**src/rtl/ecc_apb_master.sv**
```systemverilog
// ecc_apb_master
//   APB initiator that feeds register reads/writes to the ECC encoder/decoder.
//   Commands are queued in a small FIFO and played out as SETUP/ACCESS pairs.
//   The slave has no PREADY, so every ACCESS phase lasts exactly one cycle.
//
// Ports
//   clk, rst                    clock, asynchronous active-high reset
//   cmd_valid/cmd_ready         command handshake (cmd_ready = FIFO not full)
//   cmd_write/addr/wdata        command payload
//   PADDR/PWDATA/PSEL/PENABLE/PWRITE  registered APB initiator outputs
//   PRDATA                      APB read data
//   rsp_valid/rsp_rdata         one-cycle read-completion pulse and held data
//   busy                        FIFO non-empty or transfer in progress
//
// state  | meaning
// IDLE   | no transfer; PSEL=0, bus payload holds last values
// SETUP  | PSEL=1, PENABLE=0, payload stable
// ACCESS | PSEL=1, PENABLE=1, read data sampled on the closing edge

module ecc_apb_master #(
  parameter int AMBA_ADDR_WIDTH = 20,
  parameter int AMBA_WORD       = 32,
  parameter int CMD_DEPTH       = 2
) (
  input  logic                       clk,
  input  logic                       rst,
  input  logic                       cmd_valid,
  output logic                       cmd_ready,
  input  logic                       cmd_write,
  input  logic [AMBA_ADDR_WIDTH-1:0] cmd_addr,
  input  logic [AMBA_WORD-1:0]       cmd_wdata,
  output logic [AMBA_ADDR_WIDTH-1:0] PADDR,
  output logic [AMBA_WORD-1:0]       PWDATA,
  output logic                       PSEL,
  output logic                       PENABLE,
  output logic                       PWRITE,
  input  logic [AMBA_WORD-1:0]       PRDATA,
  output logic                       rsp_valid,
  output logic [AMBA_WORD-1:0]       rsp_rdata,
  output logic                       busy
);

  localparam int PTR_W = (CMD_DEPTH > 1) ? $clog2(CMD_DEPTH) : 1;
  localparam int CNT_W = PTR_W + 1;
  localparam logic [CNT_W-1:0] DEPTH_C = CNT_W'(CMD_DEPTH);

  typedef enum logic [1:0] {
    IDLE   = 2'd0,
    SETUP  = 2'd1,
    ACCESS = 2'd2
  } state_t;

  state_t state_q;

  // command FIFO storage
  logic                       fifo_write_q [CMD_DEPTH];
  logic [AMBA_ADDR_WIDTH-1:0] fifo_addr_q  [CMD_DEPTH];
  logic [AMBA_WORD-1:0]       fifo_wdata_q [CMD_DEPTH];

  logic [PTR_W-1:0] wr_ptr_q;
  logic [PTR_W-1:0] rd_ptr_q;
  logic [CNT_W-1:0] count_q;
  logic [CNT_W-1:0] count_d;

  logic push;
  logic pop;
  logic fifo_nempty;

  logic                       head_write;
  logic [AMBA_ADDR_WIDTH-1:0] head_addr;
  logic [AMBA_WORD-1:0]       head_wdata;

  logic [AMBA_ADDR_WIDTH-1:0] paddr_q;
  logic [AMBA_WORD-1:0]       pwdata_q;
  logic                       psel_q;
  logic                       penable_q;
  logic                       pwrite_q;
  logic                       rsp_valid_q;
  logic [AMBA_WORD-1:0]       rsp_rdata_q;

  assign fifo_nempty = (count_q != '0);

  // Readiness depends only on the registered count, so a pop in the same
  // cycle never frees a slot for a push while full.
  assign cmd_ready = !rst && (count_q != DEPTH_C);
  assign push      = cmd_valid && cmd_ready;

  // The head is consumed when a new SETUP is launched (from IDLE or ACCESS).
  assign pop = fifo_nempty && ((state_q == IDLE) || (state_q == ACCESS));

  assign head_write = fifo_write_q[rd_ptr_q];
  assign head_addr  = fifo_addr_q[rd_ptr_q];
  assign head_wdata = fifo_wdata_q[rd_ptr_q];

  always_comb begin
    count_d = count_q;
    if (push && !pop) begin
      count_d = count_q + CNT_W'(1);
    end else if (!push && pop) begin
      count_d = count_q - CNT_W'(1);
    end
  end

  // Storage needs no reset: entries are only read after being written.
  always_ff @(posedge clk) begin
    if (push) begin
      fifo_write_q[wr_ptr_q] <= cmd_write;
      fifo_addr_q[wr_ptr_q]  <= cmd_addr;
      fifo_wdata_q[wr_ptr_q] <= cmd_wdata;
    end
  end

  // Pointers wrap naturally because the depth is a power of two.
  always_ff @(posedge clk or posedge rst) begin
    if (rst) begin
      wr_ptr_q <= '0;
      rd_ptr_q <= '0;
      count_q  <= '0;
    end else begin
      if (push) begin
        wr_ptr_q <= wr_ptr_q + PTR_W'(1);
      end
      if (pop) begin
        rd_ptr_q <= rd_ptr_q + PTR_W'(1);
      end
      count_q <= count_d;
    end
  end

  always_ff @(posedge clk or posedge rst) begin
    if (rst) begin
      state_q     <= IDLE;
      paddr_q     <= '0;
      pwdata_q    <= '0;
      psel_q      <= 1'b0;
      penable_q   <= 1'b0;
      pwrite_q    <= 1'b0;
      rsp_valid_q <= 1'b0;
      rsp_rdata_q <= '0;
    end else begin
      rsp_valid_q <= 1'b0;
      case (state_q)
        IDLE: begin
          psel_q    <= 1'b0;
          penable_q <= 1'b0;
          if (fifo_nempty) begin
            state_q  <= SETUP;
            paddr_q  <= head_addr;
            pwdata_q <= head_wdata;
            pwrite_q <= head_write;
            psel_q   <= 1'b1;
          end
        end
        SETUP: begin
          state_q   <= ACCESS;
          psel_q    <= 1'b1;
          penable_q <= 1'b1;
        end
        ACCESS: begin
          if (!pwrite_q) begin
            rsp_rdata_q <= PRDATA;
            rsp_valid_q <= 1'b1;
          end
          penable_q <= 1'b0;
          if (fifo_nempty) begin
            // back-to-back: straight into the next SETUP, PSEL stays high
            state_q  <= SETUP;
            paddr_q  <= head_addr;
            pwdata_q <= head_wdata;
            pwrite_q <= head_write;
            psel_q   <= 1'b1;
          end else begin
            state_q <= IDLE;
            psel_q  <= 1'b0;
          end
        end
        default: begin
          state_q   <= IDLE;
          psel_q    <= 1'b0;
          penable_q <= 1'b0;
        end
      endcase
    end
  end

  assign PADDR     = paddr_q;
  assign PWDATA    = pwdata_q;
  assign PSEL      = psel_q;
  assign PENABLE   = penable_q;
  assign PWRITE    = pwrite_q;
  assign rsp_valid = rsp_valid_q;
  assign rsp_rdata = rsp_rdata_q;
  assign busy      = (state_q != IDLE) || fifo_nempty;

endmodule

```
**config.mk**
```make
export PLATFORM = sky130hd
export DESIGN_NAME = ecc_apb_master
export DESIGN_NICKNAME = d
export VERILOG_FILES = /design/src/rtl/ecc_apb_master.sv
export SDC_FILE = /design/constraint.sdc
export NUM_CORES = 1
export LEC_CHECK = 0
export ABC_AREA = 1
export CAP_MARGIN = 10
export CORE_UTILIZATION = 45
export DETAILED_ROUTE_END_ITERATION = 8
export GPL_ROUTABILITY_DRIVEN = 0
export GPL_TIMING_DRIVEN = 0
export HOLD_SLACK_MARGIN = 0.08
export PLACE_DENSITY = 0.88
export REMOVE_ABC_BUFFERS = 1
export SLEW_MARGIN = 10
export SYNTH_ARGS = -nofsm -noshare
export SYNTH_HDL_FRONTEND = slang
export SYNTH_SLANG_ARGS = --single-unit
export TNS_END_PERCENT = 1
```
**constraint.sdc**
```tcl
create_clock -name clk -period 3.8 [get_ports clk]
set_clock_uncertainty 0.05 [all_clocks]
set_input_delay 0.57 -clock clk [delete_from_list [all_inputs] [get_ports clk]]
set_output_delay 0.57 -clock clk [all_outputs]
set_load 0.005 [all_outputs]
```
# Word-level counts from Yosys, hierarchy flattened
# Memories as Yosys holds them, arrays and structs flattened. A register that Yosys moved wholly into a read port is not among the register bits.
# Cells that the tools add are included.
# word_totals
regBits,41
inputBits,88
latchBits,0
elab_cells,49
romBits,0
memories,3
mem_bits_rw,106
output_inout_bits,90
# mem_list
name,words,word_bits,read_ports,rd_ports_with_merged_regs,write_ports,line,rtl
fifo_wdata_q,2,32,1,1,1,58,logic [AMBA_WORD-1:0] fifo_wdata_q [CMD_DEPTH];
fifo_addr_q,2,20,1,1,1,57,logic [AMBA_ADDR_WIDTH-1:0] fifo_addr_q [CMD_DEPTH];
fifo_write_q,2,1,1,1,1,56,logic fifo_write_q [CMD_DEPTH];
# classes
n_eq_ne,4
n_mux,12
n_addsub,4
shift,0
magnitude_cmp,0
div_mod_pow,0
multipliers,0
reduce_logical,17
n_bitwise,1
# ops
cell,n
2-to-1 mux 1 bit,7
2-to-1 mux 2 bit,3
one-hot mux 2 bit (3 select lines),1
nonzero test 2 bit,3
logical AND 1 bit,5
inequality test 2 bit (second input constant),2
AND reduction 2 bit,2
logical NOT 1 bit,3
adder 1 bit (second input constant),2
adder 2 x 1 -> 2 bit (second input constant),1
equality test 2 x 1 -> 1 bit (second input constant),1
equality test 2 bit (second input constant),1
logical NOT 2 bit,1
logical OR 1 bit,2
one-hot mux 1 bit (2 select lines),1
OR reduction 2 bit,1
subtractor 2 x 1 -> 2 bit (second input constant),1
inverter 1 bit,1

# Longest topological paths before layout
# logic_depth
depth_word,7
depth_mapped,10
depth_no_buf,10

# Least setup slack after synthesis
# OpenSTA, ideal clock, no wires.
# synth_path
path_type,in2reg
startpoint,in rst
endpoint,mem fifo_addr_q[1][0] (enable)
path_buffers,0
setup_ps,464
path_stages,3
required_ps,3286
setup_slack_ps,-1946
arrival_time_ps,5233
cell_sequence,inv_1 -> nand3_1 -> nor2_1
# synth_between
elab_chain_cells,5
# synth_rtl
item,line,rtl
"start, declared",26,"input logic rst,"
logical NOT 1 bit (no source line),--,
logical AND 1 bit,85,assign cmd_ready = !rst && (count_q != DEPTH_C);
logical AND 1 bit,86,assign push = cmd_valid && cmd_ready;
2-to-1 mux 1 bit,106,if (push) begin
2-to-1 mux 1 bit (implied by the code),108,fifo_addr_q[wr_ptr_q] <= cmd_addr;
"end, declared",57,
# No other way between the ends.

# Worst setup path after layout
# layout_path
startpoint,reg count_q[0]
endpoint,reg count_q[1]
# layout_between
elab_chain_cells,6
word_cells_on_any_way,14
classes_between,add/sub (2); eq/ne (1); mux (2); reduce/logical (9)
# layout_rtl
item,line,rtl
"start, declared",62,logic [CNT_W-1:0] count_q;
"start signal, assigned",126,count_q <= count_d;
inequality test 2 bit,85,
logical AND 1 bit,85,
logical AND 1 bit,86,
logical NOT 1 bit,99,end else if (!push && pop) begin
logical AND 1 bit,99,
nonzero test 2 bit (no source line),--,
# Parallel ways exist; a longest one is shown, timed or not. The select of a mux whose other input is x is not followed.
# A chain may end at the register's enable or synchronous reset.

==> results.sh <==
export IMPL_swShare=0.333
export IMPL_startpoint_type="register"
export IMPL_nets=943
export IMPL_ant_nets=0
export IMPL_cts_hold_buf=0
export IMPL_status="complete, no violations"
export IMPL_grt_pass1_vias=5025
export IMPL_gr_total_overflow=0
export IMPL_syn_cell_area_um2=7440
export IMPL_layout_setup_ws_ns=1.04
export IMPL_fmax_mhz=363
export IMPL_synthArstFlopShare=0.470
export IMPL_fin_cells=1083
export IMPL_synth_area_leaders="edfxtp_1 43%, dfrtp_1 32%, nand2_1 21%, buf_4 1.0%, buf_2 0.87%"
export IMPL_drt_iter0_markers=224
export IMPL_fillers=1227
export IMPL_vias=5118
export IMPL_io_buffers=177
export IMPL_final_util=0.627
export IMPL_cp_required_ns=4.06
export IMPL_yosysTopAreaCell="edfxtp_1"
export IMPL_slew_headroom=0.322
export IMPL_rsz0062_at_grt="false"
export IMPL_seq_area_frac_synth=0.744
export IMPL_cts_max_path_buffers=2
export IMPL_cpPeakStageDelay_ns=0.74
export IMPL_p_leak_nw=4.46
export IMPL_multiInputGateArea_um2=1700
export IMPL_cpLargestDelayFamily="buffers and inverters"
export IMPL_p_clk_frac=0.217
export IMPL_yosys_cell_types_count=19
export IMPL_cts_tree="built"
export IMPL_ys_ff_latch=200
export IMPL_drc=0
export IMPL_htree_levels=4
export IMPL_synth_compound_area_share=0.00202
export IMPL_slowest_stage="inv_2"
export IMPL_numClockSinks=200
export IMPL_start_util=0.465
export IMPL_p_switching_mw=2.61
export IMPL_final_area_um2=10000
export IMPL_grt_max_degree=56
export IMPL_hpwl_mm=10.7
export IMPL_hold_depth=2
export IMPL_hp_class="register to register"
export IMPL_setup_viol=0
export IMPL_synthTopCellsByCount="423 x nand2_1, 106 x edfxtp_1, 94 x dfrtp_1, 13 x buf_2, 10 x buf_4"
export IMPL_dieArea_um2=17100
export IMPL_cp_max_fo=55
export IMPL_totalWireLength_mm=16.0
export IMPL_arrival_ns=3.02
export IMPL_synth_area_mux_share=0
export IMPL_diodes=0
export IMPL_hold_viol=0
export IMPL_yosys_warnings=0
export IMPL_worstSetupPathDepth=10
export IMPL_powerDensity_nw_per_um2=779
export IMPL_drv_slew=0
export IMPL_firstDrtPassIters=6
export IMPL_fin_crit_ns=2.76
export IMPL_cts_buffers=17
export IMPL_syn_inst=680
export IMPL_combPwrFrac=0.362
export IMPL_rows=46
export IMPL_synth_most_common_cell="nand2_1"
export IMPL_drt_wirelength_per_cell_um=14.7
export IMPL_vdd_drop_max_uv=338
export IMPL_rrSetupSlack_ns=1.04
export IMPL_seq_area_um2=5540
export IMPL_synthXorXnorAreaFrac=0.00118
export IMPL_cp_buffers_inverters=4
export IMPL_cts_resized=0
export IMPL_postCtsSetupBuffers=0
export IMPL_cap_violations=0
export IMPL_cts_root_buf="clkbuf_16"
export IMPL_synthFlopType="edfxtp_1"
export IMPL_p_int_mw=5.22
export IMPL_clk_latency_ns=0.42
export IMPL_synthAdderAreaFrac=0.00168
export IMPL_place_area_um2=9470
export IMPL_worstSetupPathType="register to register"
export IMPL_cp_cell_sequence="nor2_2 > nor2_4 > buf_16 > buf_16 > inv_2 > ha_1 > inv_1 > nand3_1 > nand2_1 > nand2_1"
export IMPL_power_mw=7.82
export IMPL_die_w_um=131
export IMPL_via_per_inst=4.73
export IMPL_dp_slack_ns=0.528
export IMPL_grt_first_pass_wirelength_mm=24.5
export IMPL_ff2ff_path_depth=10
export IMPL_die_h_um=131
export IMPL_syn_area_per_cell_um2=10.9
export IMPL_clk_pin_slew_worst_paths_ns=0.07
export IMPL_seqPwrFrac=0.420
export IMPL_finalCritPeriodShare=0.726
export IMPL_drive_above_1_share=0.0554
export IMPL_synth_enable_flop_cells=106
export IMPL_synth_simple_gate_area_frac=0.222
export IMPL_synth_top_cell_area_share=0.428
export IMPL_track_usage=0.193
export IMPL_dpl_cell_count=1051
export IMPL_synth_top_family_by_area="simple AND/OR/NAND/NOR gates"
export IMPL_area_growth_pct=34.9
export IMPL_crit_path_end_kind="register"
export IMPL_worstMarginPinSlew_ns=1.02
export IMPL_antenna_found_initial=0
export IMPL_io_pins=178
export IMPL_coreArea_um2=16000
==> cells by family (layout without fill, tap and decap cells) <==
logic type,Yosys count,in the layout
buf+inv,41,228
compound gates,3,3
xor+xnor,1,1
fa+ha+maj,1,1
simple gates,434,434
flops,200,200
==> registers in the layout, summed over array words and instances, names as in the netlist <==
register	flops
fifo_wdata_q	64
rd_ptr_q	1
wr_ptr_q	1
count_q	2
state_q	2
PWRITE	1
PENABLE	1
fifo_addr_q	40
fifo_write_q	2
rsp_valid	1
PADDR	20
rsp_rdata	32
PWDATA	32
PSEL	1
==> stage by stage <==
step           TNS, ns  hold slack, ns
6_report             0           0.420
5_1_grt              0           0.449
4_1_cts              0           0.425
2_1_floorplan  -138.12           0.392
3_5_place_dp         0           0.408
3_3_place_gp   -481.25           0.404
==> path summary, 6_finish.rpt <==
| path | start | endpoint |
|---|---|---|
| worst max-delay path | count_q[0] | count_q[1] |
| worst min-delay path | PADDR[15] | PADDR[15] |
| worst max register to register | count_q[0] | count_q[1] |
| worst min register to register | PADDR[15] | PADDR[15] |
| max in group asynchronous | rst | PWDATA[31] |
| min in group asynchronous | rst | PWDATA[19] |
==> power groups by stage <==
stage	clock [mW]	combinational, mW	sequential [mW]
after CTS	1.73	2.89	3.29
after global placement	0	2.60	3.37
final	1.70	2.84	3.29
after detailed placement	0	2.89	3.32
after global routing	1.82	3.20	3.36
after floorplan	0	1.20	3.35
==> worst min-delay path: stages, from the launching register on <==
cell and delay [ns]:
dfrtp_1 0.34, nand2_1 0.05, nand2_1 0.04
==> cell type report <==
type,count,share of cell area
Clock buffer,19,0.0451
Inverter,13,0.00511
Sequential cell,200,0.552
Timing Repair Buffer,183,0.191
Multi-Input combinational cell,439,0.169
Tap cell,216,0.0269
Clock inverter,13,0.0113
==> placed cells by master (no fill, tap or decap) <==
master,instances
ha_1,1
clkbuf_16,17
clkinv_1,1
nand3_1,2
nor2_2,1
clkinvlp_4,2
dfrtp_2,1
clkdlybuf4s50_1,177
nand4_1,2
edfxtp_1,106
clkbuf_8,2
nor2_4,2
inv_4,1
inv_8,3
nand3_2,1
nor2_1,3
buf_16,3
dfrtp_1,93
clkinv_4,7
inv_2,5
a21oi_1,1
xnor2_1,1
buf_12,3
nand2_1,423
o21ai_0,2
inv_1,7
==> per-layer routing <==
layer | vias up | part of all wire | GRT usage
met3 | 19 | 0.079 | 0.0635
met5 | - | 0 | 0
met2 | 171 | 0.51 | 0.356
met1 | 2428 | 0.39 | 0.206
met4 | 0 | 0.016 | 0.0690
li1 | 2500 | - | -
No activity file was read; power rests on OpenSTA's default activity.
